--- src/rtl/uart_word_loader_pkg.sv ---
// rtl/uart_word_loader_pkg.sv - shared FSM encodings and bit-period helper
package uart_word_loader_pkg;

  typedef enum logic [1:0] {ST_WAIT, ST_LOAD, ST_DONE} load_state_t;

  typedef enum logic [2:0] {RX_IDLE, RX_START, RX_DATA, RX_STOP, RX_BREAK} rx_state_t;

  function automatic int calc_bit_period(input int clk_freq, input int baud_rate);
    return clk_freq / baud_rate;
  endfunction

endpackage

--- src/rtl/uart_rx_byte.sv ---
// rtl/uart_rx_byte.sv - 8N1 serial byte receiver with mid-bit sampling
module uart_rx_byte
  import uart_word_loader_pkg::*;
#(
  parameter int clk_freq  = 1000000,
  parameter int baud_rate = 9600
) (
  input  logic       clk,
  input  logic       reset,
  input  logic       rx,
  output logic [7:0] data,
  output logic       valid,
  output logic       err,
  output logic       reject
);

  localparam int P  = calc_bit_period(clk_freq, baud_rate);
  localparam int CW = $clog2(P + 1);
  localparam logic [CW-1:0] FULL = CW'(P - 1);
  localparam logic [CW-1:0] HALF = CW'(P / 2 - 1);

  rx_state_t       state, state_next;
  logic            rx_meta, rx_s;
  logic [CW-1:0]   cnt;
  logic [2:0]      bit_idx;
  logic [7:0]      shreg;
  logic            valid_next, err_next, reject_next;

  always_ff @(posedge clk or posedge reset) begin
    if (reset) state <= RX_IDLE;
    else       state <= state_next;
  end

  always_comb begin
    state_next  = state;
    valid_next  = 1'b0;
    err_next    = 1'b0;
    reject_next = 1'b0;
    case (state)
      RX_IDLE:  if (!rx_s) state_next = RX_START;
      RX_START: if (cnt == HALF) begin
                  if (rx_s) begin
                    state_next  = RX_IDLE;
                    reject_next = 1'b1;
                  end else begin
                    state_next = RX_DATA;
                  end
                end
      RX_DATA:  if (cnt == FULL && bit_idx == 3'd7) state_next = RX_STOP;
      RX_STOP:  if (cnt == FULL) begin
                  if (rx_s) begin
                    valid_next = 1'b1;
                    state_next = RX_IDLE;
                  end else begin
                    err_next   = 1'b1;
                    state_next = RX_BREAK;
                  end
                end
      // a low stop bit must not be mistaken for the next start bit
      RX_BREAK: if (rx_s) state_next = RX_IDLE;
      default:  state_next = RX_IDLE;
    endcase
  end

  always_ff @(posedge clk or posedge reset) begin
    if (reset) begin
      rx_meta <= 1'b1;
      rx_s    <= 1'b1;
      cnt     <= '0;
      bit_idx <= '0;
      shreg   <= '0;
      valid   <= 1'b0;
      err     <= 1'b0;
      reject  <= 1'b0;
    end else begin
      rx_meta <= rx;
      rx_s    <= rx_meta;
      valid   <= valid_next;
      err     <= err_next;
      reject  <= reject_next;
      if (state_next != state || state == RX_IDLE || cnt == FULL) cnt <= '0;
      else cnt <= cnt + 1'b1;
      if (state == RX_START) bit_idx <= '0;
      if (state == RX_DATA && cnt == FULL) begin
        shreg   <= {rx_s, shreg[7:1]};
        bit_idx <= bit_idx + 1'b1;
      end
    end
  end

  assign data = shreg;

endmodule

--- src/rtl/uart_word_loader.sv ---
// rtl/uart_word_loader.sv - loads UART bytes as little-endian words into instruction memory
module uart_word_loader
  import uart_word_loader_pkg::*;
#(
  parameter int clk_freq       = 1000000,
  parameter int baud_rate      = 9600,
  parameter int word_size      = 16,
  parameter int inst_size      = 8192,
  parameter int timeout_cycles = clk_freq / 100
) (
  input  logic                                        clk,
  input  logic                                        reset,
  input  logic                                        rx,
  output logic [((inst_size > 1) ? $clog2(inst_size) : 1)-1:0] mem_addr,
  output logic [word_size-1:0]                        mem_data,
  output logic                                        mem_we,
  output logic                                        cpu_run,
  output logic                                        busy,
  output logic                                        frame_err
);

  localparam int BPW = word_size / 8;
  localparam int BIW = (BPW > 1) ? $clog2(BPW) : 1;
  localparam int AW  = (inst_size > 1) ? $clog2(inst_size) : 1;
  localparam int TW  = $clog2(timeout_cycles + 1);
  localparam logic [AW-1:0]  LAST_ADDR = AW'(inst_size - 1);
  localparam logic [BIW-1:0] LAST_BYTE = BIW'(BPW - 1);
  localparam logic [TW-1:0]  T_LIMIT   = TW'(timeout_cycles);

  load_state_t          state, state_next;
  logic [7:0]           rx_data;
  logic                 rx_valid, rx_err, rx_reject;
  logic [BIW-1:0]       byte_idx;
  logic [word_size-1:0] word_buf, asm_word;
  logic [TW-1:0]        tcnt;
  logic                 finish;
  logic                 accept, word_done, timeout_hit, flush;

  uart_rx_byte #(
    .clk_freq  (clk_freq),
    .baud_rate (baud_rate)
  ) u_rx (
    .clk    (clk),
    .reset  (reset),
    .rx     (rx),
    .data   (rx_data),
    .valid  (rx_valid),
    .err    (rx_err),
    .reject (rx_reject)
  );

  // finish marks that the pending write is the last one before DONE
  assign accept      = rx_valid && (state == ST_WAIT || (state == ST_LOAD && !finish));
  assign word_done   = accept && (byte_idx == LAST_BYTE);
  assign timeout_hit = (state == ST_LOAD) && !finish && !mem_we && (tcnt >= T_LIMIT);
  assign flush       = timeout_hit && !accept && (byte_idx != '0);

  always_comb begin
    asm_word = word_buf;
    for (int k = 0; k < BPW; k++) begin
      if (byte_idx == BIW'(k)) asm_word[8*k +: 8] = rx_data;
    end
  end

  always_ff @(posedge clk or posedge reset) begin
    if (reset) state <= ST_WAIT;
    else       state <= state_next;
  end

  always_comb begin
    state_next = state;
    case (state)
      ST_WAIT: if (accept) state_next = ST_LOAD;
      ST_LOAD: begin
        if (mem_we && finish) state_next = ST_DONE;
        else if (timeout_hit && !accept && byte_idx == '0) state_next = ST_DONE;
      end
      ST_DONE: state_next = ST_DONE;
      default: state_next = ST_WAIT;
    endcase
  end

  always_ff @(posedge clk or posedge reset) begin
    if (reset) begin
      mem_addr <= '0;
      mem_data <= '0;
      mem_we   <= 1'b0;
      word_buf <= '0;
      byte_idx <= '0;
      tcnt     <= '0;
      finish   <= 1'b0;
    end else begin
      mem_we <= word_done || flush;
      if (word_done) begin
        mem_data <= asm_word;
        word_buf <= '0;
        byte_idx <= '0;
      end else if (accept) begin
        word_buf <= asm_word;
        byte_idx <= byte_idx + 1'b1;
      end else if (flush) begin
        mem_data <= word_buf;
        word_buf <= '0;
        byte_idx <= '0;
      end
      if ((word_done || flush) && (mem_addr == LAST_ADDR || timeout_hit)) finish <= 1'b1;
      if (mem_we && mem_addr != LAST_ADDR) mem_addr <= mem_addr + 1'b1;
      if (state != ST_LOAD || rx_valid || rx_err || rx_reject) tcnt <= '0;
      else if (tcnt < T_LIMIT) tcnt <= tcnt + 1'b1;
    end
  end

  assign busy      = (state == ST_LOAD);
  assign cpu_run   = (state == ST_DONE);
  assign frame_err = rx_err;

endmodule

--- config.mk ---
export PLATFORM = sky130hd
export DESIGN_NAME = uart_word_loader
export DESIGN_NICKNAME = d
export VERILOG_FILES = /design/src/rtl/uart_word_loader_pkg.sv /design/src/rtl/uart_rx_byte.sv /design/src/rtl/uart_word_loader.sv
export SDC_FILE = /design/constraint.sdc
export NUM_CORES = 1
export LEC_CHECK = 0
export CORE_ASPECT_RATIO = 0.5
export CORE_MARGIN = 2
export CORE_UTILIZATION = 40
export CTS_CLUSTER_DIAMETER = 200
export CTS_CLUSTER_SIZE = 30
export DETAILED_ROUTE_END_ITERATION = 7
export SYNTH_ARGS = -nofsm -noshare
export SYNTH_HDL_FRONTEND = slang
export SYNTH_SLANG_ARGS = --single-unit
--- constraint.sdc ---
create_clock -name clk -period 4.27 [get_ports clk]
set_input_delay 1.281 -clock clk [delete_from_list [all_inputs] [get_ports clk]]
set_output_delay 1.281 -clock clk [all_outputs]
set_load 0.02 [all_outputs]
Word-level counts from Yosys, hierarchy flattened
Cells that the tools add are included.

$lt $le $gt $ge: 2. Reductions and logical operators: 32. Equal/unequal tests: 16. $add $sub $neg: 5. Bitwise gates (word level): 1. Muxes and demuxes: 36.

Operators with widths (count): $mux W16 (6); $mux W14 (2); $mux W3 (8); $mux W8 (2); $pmux W3 S5 (1); $add A14 B1 Y14 const B (1); $ge A14 B14 Y1 const B (1); $lt A14 B14 Y1 const B (1); $add A13 B1 Y13 const B (1); $eq A13 B13 Y1 const B (1); $logic_and A1 B1 Y1 (13); $ne A13 B13 Y1 const B (1); $mux W1 (11); $logic_or A1 B1 Y1 (8); $mux W2 (4); $add A7 B1 Y7 const B (1); $eq A7 B6 Y1 const B (1); $eq A7 B7 Y1 const B (1); $mux W7 (1); $eq A3 B2 Y1 const B (2); $eq A3 B3 Y1 const B (2); $pmux W2 S3 (1); $reduce_bool A2 Y1 (3); $ne A2 B1 Y1 const B (2); 14 further kinds (17).

Output and inout port bits: 33. Input port bits: 3. Word-level logic and storage cells: 109. Bits in registers: 90.

Longest topological paths before layout
Gate-level depths: netlist of the first run.

Word-level depth: 10. Gate-level depth with buffers: 7. Depth with buffers taken out: 6.

Cells and area by module
Synthesis of the first run repeated with hierarchy kept, for this count alone.

Cell total of the unflattened synthesis: 365. Area, all modules: 4251.6 um^2.

By module, submodules not included: uart_word_loader (cells each 266, times used 1, area an instance 2985.4 um^2, seq. area each 1601.5 um^2); uart_rx_byte (cells each 99, times used 1, area an instance 1266.2 um^2, seq. area each 653.1 um^2).

Worst setup path after synthesis of the first run
Ideal clock, no wire load.

Kind: reg-to-output. Start point: register state[1]. End point: output busy. Arrival time: 0.798 ns. Cell stages (with the launch flop): 3. Setup slack: 2.191 ns. Path through: dfrtp_1 inv_1 ha_1.

Longest elaborated chain between the ends: 1.

RTL lines: from (decl) (RTL line uart_word_loader.sv:30) `load_state_t state, state_next;`; from (signal assigned) (RTL line uart_word_loader.sv:67) `else state <= state_next;`; $eq A2 B1 Y1 (RTL line uart_word_loader.sv:113) `assign busy = (state == ST_LOAD);`; to (decl) (RTL line uart_word_loader.sv:18) `output logic busy,`.

No other way between the ends.

Worst setup path in the final report of the first run
Same ends and word-level chain as after synthesis.

==> run metrics, run 1 <==
ys async rst share=1.00; H-Tree Level Count=3; CTS Buf Count=9; Vias/cell=~5.2; #FFs+latches synth=90; largest net degree at the start of global routing=61; CTS tree=done; Final nets=400; P&R area growth vs syn=19.3%; Crit. End Element=output port; final instance count without filler cells=527; ANT cells=0; setup tns final=0 ns; Syn Inst Count=347; HP Class=flip-flop to flip-flop; Leak=2.21 nW; period utilization=0.723; DRT iter0 DRCs=180; Clock Pin Slew Worst Setup and Hold Paths=0.06 ns; worst setup path class=flip-flop to output port; outcome=finished clean; DPL Wire Length=between 5 and 6 mm; library cells used by synthesis=57; Req. time, crit path=2.99 ns; syn avg cell area=11.7 sq um; GR Layer Usage met2=0.249; layout cell share with drive strength beyond 1=0.110; worst vdd ir=203 uV; Slew HR=0.520; fin util=0.501; Starting Density=0.420; Final Hold Viols=0; minimum clock period=3.09 ns; final setup violation count=0; Fillers=between 800 and 900; vias in the first global route=~2600; Yosys warnings=0; global route hottest layer=met2; Worst Setup Start Kind=flip-flop; Final Max Tran Viols=0; mapped cell area=about 0.0041 sq mm; die span in x=approximately 150 um; Worst Path Arrival=1.81 ns; first-pass GRT wire length=between 10 and 15 mm; Top FF cell, synth=dfrtp_1; total wire length=between 7 and 8 mm; Max Clock Freq=324 MHz; Die Ht=about 75 um; grt total ovfl=0; placed cell count=511; GRT met3 Usage=0.0552; crit-path max FO=8; Setup Skew=0.00358 ns; first-pass iteration count of the detailed router=4; Seq/Total Area, Yosys=0.555; IO Port Bufs=35; post-CTS setup buffers=0; total core area=0.00967 sq mm; hold bufs inserted after CTS=0; drc violations=0; Routed Antenna Nets=0; initial antenna violation count=0; worst-case clock buffer depth=2; via count=2758; worst skew pair latency=about 0.34 ns; Tightest Pin Transition=0.718 ns; Die Area=0.0110 sq mm; clock sink count=90; routability cong.=approximately 0.74; Cell Pwr Density=around 330 mW/mm^2; syn_nets=360; FP Rows=25; post-CTS sizing=0; Post-synth EDFFs=0; met1 Use GR=0.204; wire per inst=14.8 um; unrepaired setup endpoints after global routing=false; post-layout power=1.61 mW; GRT Total Usage=0.156; root buf cell=clkbuf_16; total of max-cap violations=0; # IOs=36
## cell usage after synthesis, types with 2 or more instances
cell,n,share of area
o211ai_1,2,0.0037
o21a_1,2,0.0037
a211oi_1,5,0.0092
and2_1,10,0.015
o21ai_0,7,0.0086
or4_1,2,0.0037
inv_1,22,0.020
nor2_1,29,0.027
ha_1,10,0.031
dfrtp_1,88,0.54
nor2b_1,2,0.0031
a22o_1,8,0.017
mux2_2,9,0.025
nor3_2,2,0.0049
a31oi_1,2,0.0031
mux2i_1,12,0.030
nand2_1,17,0.016
clkbuf_2,2,0.0025
and4_1,3,0.0065
o21ai_2,2,0.0043
or3_1,5,0.0077
and3_1,3,0.0046
a21o_1,2,0.0037
nand3_1,12,0.015
mux2_4,3,0.011
nor3b_1,2,0.0037
nor4_4,2,0.010
nor3_1,4,0.0049
a221o_1,7,0.017
clkbuf_1,3,0.0028
xnor2_1,8,0.017
o31ai_1,2,0.0037
a21oi_1,13,0.016
xor2_1,12,0.026
nand4_1,8,0.012
dfstp_2,2,0.013
nand2b_1,3,0.0046
## report_power, final
group	switching (mW)	internal (mW)	total, mW
registers	0.000642	0.855	0.855
clock network	0.310	0.425	0.735
logic	0.0172	0.00384	0.0210
## path summary, 6_finish.rpt
path	cells past startpoint	slack (ns)	to	from
worst max register to register	6	1.80	mem_data[3]$_DFFE_PP0P_	state[1]$_DFFE_PP0P_
max in group asynchronous	3	2.28	mem_data[12]$_DFFE_PP0P_	reset
worst min register to register	0	0.36	u_rx.rx_s$_DFF_PP1_	u_rx.rx_meta$_DFF_PP1_
min in group asynchronous	2	1.31	u_rx.valid$_DFF_PP0_	reset
worst max-delay path	3	1.18	busy	state[1]$_DFFE_PP0P_
worst min-delay path	0	0.36	u_rx.rx_s$_DFF_PP1_	u_rx.rx_meta$_DFF_PP1_
## worst max-delay path, cell delays in order, from the launching register on
cell,delay [ns]
dfrtp_1,0.40
inv_1,0.11
ha_1,0.30
clkdlybuf4s50_1,0.66
## registers in the layout, indices dropped and copies added (netlist names), 3 cells and up
register / flops
word_buf: 16
u_rx.state: 3
u_rx.cnt: 7
u_rx.bit_idx: 3
u_rx.data: 8
mem_data: 16
mem_addr: 13
tcnt: 14
## per-layer routing
| metal | share of wire | up-vias |
|---|---|---|
| met2 | 0.47 | 44 |
| met3 | 0.040 | 8 |
| li1 | - | 1313 |
| met5 | 0 | - |
| met4 | 0.011 | 0 |
| met1 | 0.48 | 1393 |
## stage by stage
stage                     instance area (sq um)  worst slack (ns)  hold WS, ns
after floorplan                            4060             0.657        0.345
after global placement                     4560              1.62        0.349
after detailed placement                   4560              1.55        0.349
after CTS                                  4850              1.18        0.359
after global routing                       4850              1.10        0.364
final                                      4850              1.18        0.357
## cell families after synthesis
group	share of synthesized area
muxes	0.0656
and+or+nand+nor	0.158
AOI/OAI and AO/OA	0.118
adders and majority gates	0.0308
DFF	0.555
xor gates and xnor gates	0.0431
buffers and inverters	0.0302
## cell type report
type	count	area [sq um]	share of cell area
Multi-Input combinational cell	228	1690	0.348
Inverter	22	83.8	0.0173
Clock inverter	4	26.3	0.00542
Clock buffer	12	256	0.0529
Sequential cell	90	2250	0.465
Timing Repair Buffer	36	370	0.0764
Tap cell	135	169	0.0348
## cells in the final DEF (no fill, tap or decap), drive strengths merged, types with 3 or more instances in the layout
cell	n
nand3	12
mux2i	12
inv	21
nand2	17
a211oi	5
clkbuf	12
nand2b	3
or3	5
nor4	3
nor2	30
clkdlybuf4s50	35
a21oi	13
ha	10
and4	3
o211ai	3
clkinv	4
dfrtp	88
and2	10
o21ai	9
a221o	7
nor3	6
a22o	8
nand4	9
mux2	12
xnor2	8
xor2	12
and3	3
Power figures use the tool's default switching activity.
==> inputs of run 2 (changes only) <==
==> constraint.sdc (replaced) <==
create_clock -name clk -period 3 [get_ports clk]
set_input_delay 0.9 -clock clk [delete_from_list [all_inputs] [get_ports clk]]
set_output_delay 0.9 -clock clk [all_outputs]
set_load 0.02 [all_outputs]
==> run metrics, run 2 (synthesis results as in run 1) <==
HP Class=flip-flop to flip-flop (unchanged); FP Rows=25 (unchanged); sequential cell area=0.00225 sq mm (unchanged); via count=2775 (was 2758); Setup Skew=0.00702 ns (was 0.00358 ns); period utilization=0.896; Worst Setup Start Kind=flip-flop (unchanged); Final Max Tran Viols=0 (unchanged); first-pass iteration count of the detailed router=4 (unchanged); total of max-cap violations=0 (unchanged); Final Hold Viols=0 (unchanged); Clock Pin Slew Worst Setup and Hold Paths=0.06 ns (about the same); initial antenna violation count=0 (unchanged); total wire length=7.83 mm (was 7.81 mm); Tightest Pin Transition=0.700 ns (was 0.718 ns); routability cong.=0.736 (was 0.740); CTS Buf Count=9 (unchanged); unrepaired setup endpoints after global routing=false (unchanged); DRT iter0 DRCs=165 (was 180); vias in the first global route=2767 (was 2584); worst-case clock buffer depth=2 (unchanged); Starting Density=0.420 (unchanged); root buf cell=clkbuf_16 (unchanged); final setup violation count=0 (unchanged); Multi-input gate area=0.00169 sq mm (unchanged); commonest non-fill, non-tap cell in the layout=dfrtp_1 (unchanged); CTS tree=done (unchanged); GRT Total Usage=0.157 (was 0.156); worst vdd ir=239 uV (was 203 uV); Placement Cell Area=0.00460 sq mm (was 0.00456 sq mm); P&R area growth vs syn=20.0% (was 19.3%); Req. time, crit path=2.10 ns (was 2.99 ns); post-CTS setup buffers=0 (unchanged); # IOs=36 (unchanged); Die Area=0.0110 sq mm (unchanged); IO Port Bufs=35 (unchanged); die span in x=147 um (unchanged); clock sink count=90 (unchanged); ANT cells=0 (unchanged); worst setup path class=flip-flop to output port (unchanged); most frequent cells in the layout=dfrtp_1, clkdlybuf4s50_1, nor2_1, inv_1, nand2_1 (unchanged); wire per inst=14.8 um (about the same); layout cell share with drive strength beyond 1=0.114 (was 0.110); outcome=finished clean (unchanged); crit-path max FO=8 (unchanged); Cell Pwr Density=467 mW/mm^2 (was 332 mW/mm^2); minimum clock period=2.69 ns; Vias/cell=5.24 (was 5.23); Max Clock Freq=between 300 and 400 MHz; Slew HR=0.530 (was 0.520); hold bufs inserted after CTS=0 (unchanged); post-layout power=2.28 mW (was 1.61 mW); worst skew pair latency=0.34 ns (about the same); Fillers=835 (was 842); post-CTS sizing=0 (unchanged); Final nets=403 (was 400); Die Ht=75.3 um (unchanged); largest net degree at the start of global routing=43 (was 61); setup tns final=0 ns (unchanged); Worst Path Arrival=1.79 ns (was 1.81 ns); total core area=0.00967 sq mm (unchanged); fin area=0.00487 sq mm (was 0.00485 sq mm); grt total ovfl=0 (unchanged); DPL Wire Length=5.55 mm (was 5.35 mm); Top Registers=mem_data (16), word_buf (16), tcnt (14) (unchanged); drc violations=0 (unchanged); Leak=2.22 nW (was 2.21 nW); Crit. End Element=output port (unchanged); Routed Antenna Nets=0 (unchanged); H-Tree Level Count=3 (unchanged); first-pass GRT wire length=13.4 mm (was 13.1 mm)
## run 2: layer usage
layer | track usage | up-vias | wire, um
met4 | 0.0550 | 0 | 88
met5 | 0 | - | 0
met2 | 0.263 | 56 | 3810
met3 | 0.0491 | 11 | 295
met1 | 0.199 | 1370 | 3640
li1 | - | 1338 | -
## run 2: final timing paths
check	start	endpoint	slack [ns]	cells past startpoint
max reg2reg	state[1]$_DFFE_PP0P_	mem_data[4]$_DFFE_PP0P_	0.60	6
max in group asynchronous	reset	tcnt[5]$_DFFE_PP0P_	1.53	3
max	state[1]$_DFFE_PP0P_	busy	0.31	3
min in group asynchronous	reset	u_rx.err$_DFF_PP0_	0.92	2
min reg2reg	u_rx.rx_meta$_DFF_PP1_	u_rx.rx_s$_DFF_PP1_	0.37	0
min	u_rx.rx_meta$_DFF_PP1_	u_rx.rx_s$_DFF_PP1_	0.37	0
## run 2: metrics by stage
step | util | hold slack, ns | cells | worst slack (ns)
after floorplan | - | 0.345 | 347 | 0.945
after global placement | 0.476 | 0.349 | 514 | 0.696
after detailed placement | 0.476 | 0.352 | 514 | 0.594
after CTS | 0.504 | 0.369 | 530 | 0.289
after global routing | 0.504 | 0.374 | 530 | 0.186
final | 0.504 | 0.371 | 530 | 0.313
## run 2: where the power goes
group / switching, mW / total (mW) / internal [mW]
Combinational: 0.0251 / 0.0333 / 0.00817
Sequential: 0.00115 / 1.22 / 1.22
Clock: 0.442 / 1.03 / 0.584
Total: 0.469 / 2.28 / 1.81
## run 2: final cells by class
cell class,count,share of cell area
sequential,90,0.463
tap,135,0.0347
clock inverter,4,0.00539
multi-input combinational,228,0.346
clock buffer,12,0.0506
timing repair buffer,39,0.0832
inverter,22,0.0177
## run 2: critical path, stage by stage (launching register included)
cell and delay, ns:
dfrtp_1 0.39, inv_1 0.10, ha_1 0.31, clkdlybuf4s50_1 0.65
